## src/rtl/led_pwr_seq.sv

```systemverilog
// led_pwr_seq: debounced power sequencer driving active-low LEDs through OFF, lamp-test and RUN states
module led_pwr_seq #(
    parameter int                 NUM_LED      = 16,
    parameter int                 DEB_CYCLES   = 4,
    parameter int                 LAMP_CYCLES  = 8,
    parameter int                 BLINK_HALF   = 16,
    parameter logic [NUM_LED-1:0] STBY_MASK    = NUM_LED'(1),
    parameter logic               PWR_ON_LEVEL = 1'b1
) (
    input  logic               CLK,
    input  logic               RST_N,
    input  logic               pwr_en,
    input  logic [NUM_LED-1:0] led_in_n,
    input  logic               lamp_test_en,
    input  logic               stby_blink_en,
    input  logic               force_test,
    output logic [NUM_LED-1:0] led_n,
    output logic [1:0]         state_o,
    output logic               pwr_on_o
);
    localparam int DW = $clog2(DEB_CYCLES + 1);
    localparam int LW = $clog2(LAMP_CYCLES + 1);
    localparam int BW = $clog2(BLINK_HALF + 1);
    localparam logic [DW-1:0] DEB_LAST   = DW'(DEB_CYCLES - 1);
    localparam logic [LW-1:0] LAMP_LAST  = LW'(LAMP_CYCLES - 1);
    localparam logic [BW-1:0] BLINK_LAST = BW'(BLINK_HALF - 1);

    typedef enum logic [1:0] {S_OFF = 2'b00, S_LAMP = 2'b01, S_RUN = 2'b10} state_t;

    state_t             state;
    logic [1:0]         sync;
    logic [DW-1:0]      deb_cnt;
    logic [LW-1:0]      lamp_cnt, lamp_next;
    logic [BW-1:0]      blink_cnt, blink_next;
    logic               blink_phase, phase_next, pwr_sync, deb_done, go_off;
    logic [NUM_LED-1:0] off_led;

    assign state_o = state;

    // Blink counter and lamp counter sit at their entry values outside the states that use them
    always_comb begin
        pwr_sync   = sync[1] == PWR_ON_LEVEL;
        deb_done   = pwr_sync != pwr_on_o && deb_cnt == DEB_LAST;
        go_off     = state != S_OFF && (!pwr_on_o || (state != S_LAMP && state != S_RUN));
        phase_next = state != S_OFF ? 1'b1 : blink_cnt == BLINK_LAST ? ~blink_phase : blink_phase;
        blink_next = (state != S_OFF || blink_cnt == BLINK_LAST) ? '0 : blink_cnt + 1'b1;
        lamp_next  = (state == S_LAMP && lamp_cnt != '0) ? lamp_cnt - 1'b1 : LAMP_LAST;
        off_led    = ~(STBY_MASK & {NUM_LED{stby_blink_en & phase_next}});
    end

    always_ff @(posedge CLK or negedge RST_N) begin
        if (!RST_N) begin
            sync        <= {2{~PWR_ON_LEVEL}};
            deb_cnt     <= '0;
            pwr_on_o    <= 1'b0;
            lamp_cnt    <= '0;
            blink_cnt   <= '0;
            blink_phase <= 1'b1;
            state       <= S_OFF;
            led_n       <= '1;
        end else begin
            sync        <= {sync[0], pwr_en};
            deb_cnt     <= (pwr_sync == pwr_on_o || deb_done) ? '0 : deb_cnt + 1'b1;
            if (deb_done) pwr_on_o <= pwr_sync;
            blink_cnt   <= blink_next;
            blink_phase <= phase_next;
            lamp_cnt    <= lamp_next;
            if (go_off) begin
                state <= S_OFF;
                led_n <= off_led;
            end else begin
                case (state)
                    S_OFF: begin
                        if (pwr_on_o) begin
                            state <= lamp_test_en ? S_LAMP : S_RUN;
                            led_n <= lamp_test_en ? '0 : led_in_n;
                        end else begin
                            led_n <= off_led;
                        end
                    end
                    S_LAMP: begin
                        if (lamp_cnt == '0) begin
                            state <= S_RUN;
                            led_n <= led_in_n;
                        end else begin
                            led_n <= '0;
                        end
                    end
                    S_RUN: begin
                        if (force_test) begin
                            state <= S_LAMP;
                            led_n <= '0;
                        end else begin
                            led_n <= led_in_n;
                        end
                    end
                    default: begin
                        state <= S_OFF;
                        led_n <= off_led;
                    end
                endcase
            end
        end
    end
endmodule

```

## config.mk

```make
export PLATFORM = sky130hd
export DESIGN_NAME = led_pwr_seq
export DESIGN_NICKNAME = d
export VERILOG_FILES = /design/src/rtl/led_pwr_seq.sv
export SDC_FILE = /design/constraint.sdc
export NUM_CORES = 1
export LEC_CHECK = 0
export CAP_MARGIN = 20
export CORE_AREA = 5 5 63 65
export DETAILED_ROUTE_END_ITERATION = 7
export DIE_AREA = 0 0 68 70
export PLACE_DENSITY = 0.76
export SYNTH_ARGS = -nofsm -noshare
export SYNTH_HDL_FRONTEND = slang
export SYNTH_SLANG_ARGS = --single-unit
```

## constraint.sdc

```tcl
create_clock -name CLK -period 1.96 [get_ports CLK]
set_input_delay 0.196 -clock CLK [delete_from_list [all_inputs] [get_ports CLK]]
set_output_delay 0.196 -clock CLK [all_outputs]
set_load 0.02 [all_outputs]
```

==> metrics.txt <==
synthesized area about 1500 µm²; Crit path required time about 1800 ps; Reg2Reg Depth 5; routability-driven placement congestion ratio 0.802; Synth Area in Adders under 10%; Switching Share roughly a third; row count 21; Yosys cell types 31; WL met1 1210 µm; Nets 200; H-tree depth 2; Clock transition at path regs 110 ps; root buffer cell clkbuf_4; post-CTS resize count 0; #FFs+latches synth 34; Crit path largest cell delay 670 ps; clock buffer count from CTS 5; leading post-synthesis cells by cell area dfstp_2 (30%), dfrtp_1 (28%), a21o_1 (8.5%); Tcrit/Tclk final roughly 89%; multi-input logic area about 570 µm²; Post-synth EDFFs 0; Internal ~2.0 mW; layout cells sized above 1 between 10% and 20%; gr usage total ~15%; total power 3.03 mW; Mapped Avg Cell Area 12.4 µm²; Ports a little over 40; Critical Path, Cell by Cell clkdlybuf4s50_1; Setup Total Neg Slack 0 ps; Peak Freq between 0.5 and 0.6 GHz; delay-heaviest family, CP buffers and inverters; Hold Path Class in2async; DP HPWL around 2400 µm; outcome complete, no violations; RSZ-0062 raised after global routing false; Syn Inst Count about 120; ys flop type dfstp_2; Max-slew headroom 71.5%; width of the die approximately 68 µm; mux share of post-synthesis cell area 1.41%; GRT overflow 0; Clk pwr share between 20% and 30%; worst-path maximum fanout 8; XOR/XNOR share of the synthesized area 3.48%; startpoint types flip-flop; DRC Markers 0; clock tree buffer depth 2; NetSw around 1.0 mW; metal2 WL 1570 µm; largest area contributor in the netlist dfstp_2; Filler Cell Count 270; # hold bufs at CTS 0; largest family of logic cells by synthesized area compound AO/OA/AOI/OAI gates; Post-synth top cells a21o_1 (17), dfrtp_1 (17), dfstp_2 (17); routed wl met3 246 µm; final hold vios 0; vias in the first global route 1176; die span in y around 70 µm; Reg area roughly 870 µm²; Antenna Cells 0; compound-cell area share of the yosys netlist 14.3%; yosys warns 0; Die ar. between 4000 and 5000 µm²; clock sinks 34; area share of the largest cell type after synthesis ~30%; Max Clock Skew around 2.6 ps; initial core utilization 45.9%; worst slew pin tran 428 ps; router iterations before antenna repair 4; PwrDens about 1500 nW/µm²; sequential share of the synthesized area a little under 60%; Pins Over Slew Limit 0; max cap viols 0; CP max-delay cell clkdlybuf4s50_1; Area Growth Syn to Fin 36.7%; WP buf/inv 1; final WL 3110 µm; Setup crit end kind output port; r2r startpoint state_o[0]; first-pass GRT wire length ~5300 µm; ys async rst share 100%; post-DR wirelength/cell ~14 µm; Post-Synth Simple-Gate Area 10.1%; Synth Net Count 154; largest net degree at the start of global routing 35; Skew-Pair Late Insertion Delay ~340 ps; CTS tree built; initial antenna violation count 0; Final ANT Viol Nets 0; Seq pwr share 37.8%; Setup violations, final 0; VDD IR-drop max ~0.76 mV; crit path DAT 1550 ps; DR top layer met4; Comb power frac 40.8%; DR iter-0 viols 30; leakage roughly 0.93 nW; core area between 3000 and 4000 µm²; crit path time final 1740 ps; CP Class reg2out; drt via density about 5; setup bufs post-CTS 0; Buffers on Ports 40; Via Count 1057; worst reg2reg path endpoint led_n[9]; R2R setup slack ~330 ps
cell families (layout without fill, tap and decap cells):
group,after synthesis,in the layout
adder cells (fa/ha/maj),10,10
multiplexers,2,2
AND/OR/NAND/NOR,30,30
flip-flops,34,34
XOR/XNOR,6,6
AO/OA/AOI/OAI,26,26
buffers and inverters,14,61
flip-flops by register name, indices dropped and copies added, names as in the netlist:
name,count
state_o,2
blink_phase,1
deb_cnt,3
blink_cnt,5
lamp_cnt,4
pwr_on_o,1
led_n,16
sync,2
layout by cell type, fill, tap and decap left out:
master	instances
bufinv_16	2
o211ai_1	1
nor2_1	9
o22ai_1	1
nand3b_1	1
nand3_1	3
nor2b_1	3
dfrtp_1	17
mux2i_1	1
a21o_1	17
dfstp_2	17
xor2_1	2
xnor2_1	4
buf_4	3
nor3_1	2
o21ai_0	1
a211o_4	1
clkbuf_4	5
and3_1	1
o2bb2ai_1	1
a21bo_2	1
nand2_1	6
nand2b_1	3
clkinv_4	1
o211ai_2	1
clkdlybuf4s50_1	40
o2111a_1	1
nor3b_2	1
ha_1	10
nor3b_1	1
a221oi_1	1
mux2_2	1
inv_1	10
layer usage:
layer	GRT usage (%)	up-vias
li1	-	499
met1	16.4	511
met2	24.8	38
met3	7.21	9
met4	5.96	0
met5	0	-
through the flow:
step / worst slack [ps] / instance area [µm²] / hold WS, ps / cells / utilization, %
finish: 215 / 2060 / 239 / 215 / 62.8
global route: 164 / 2060 / 263 / 215 / 62.8
CTS: 215 / 2060 / 258 / 215 / 62.8
detailed placement: 342 / 1960 / 336 / 207 / 59.6
global placement: 422 / 1960 / 333 / 207 / 59.6
floorplan: 192 / 1510 / -99.6 / 122 / -
worst max-delay path by stage:
stage / to / from / slack [ps] / cells after the start
after floorplan: led_n[10] / state_o[0] / 190 / 7
after global placement: led_n[0] / blink_cnt[0] / 420 / 6
after detailed placement: led_n[15] / state_o[0] / 340 / 5
after CTS: pwr_on_o / pwr_on_o / 210 / 1
after global routing: pwr_on_o / pwr_on_o / 160 / 1
final: pwr_on_o / pwr_on_o / 220 / 1
power by group through the flow:
stage | Sequential, mW | Combinational, mW | Clock (mW)
2_1_floorplan | 1.32 | 0.604 | 0
3_3_place_gp | 1.14 | 1.19 | 0
3_5_place_dp | 1.16 | 1.25 | 0
4_1_cts | 1.15 | 1.26 | 0.657
5_1_grt | 1.17 | 1.36 | 0.694
6_report | 1.14 | 1.24 | 0.649
area by class of cell:
class	instances	area share, %
Sequential cell	34	42.3
Multi-Input combinational cell	74	27.5
Timing Repair Buffer	43	20.5
Clock inverter	3	3.34
Tap cell	46	2.79
Clock buffer	5	1.82
Inverter	10	1.82
Note: power is estimated with default switching activity, not from simulation.
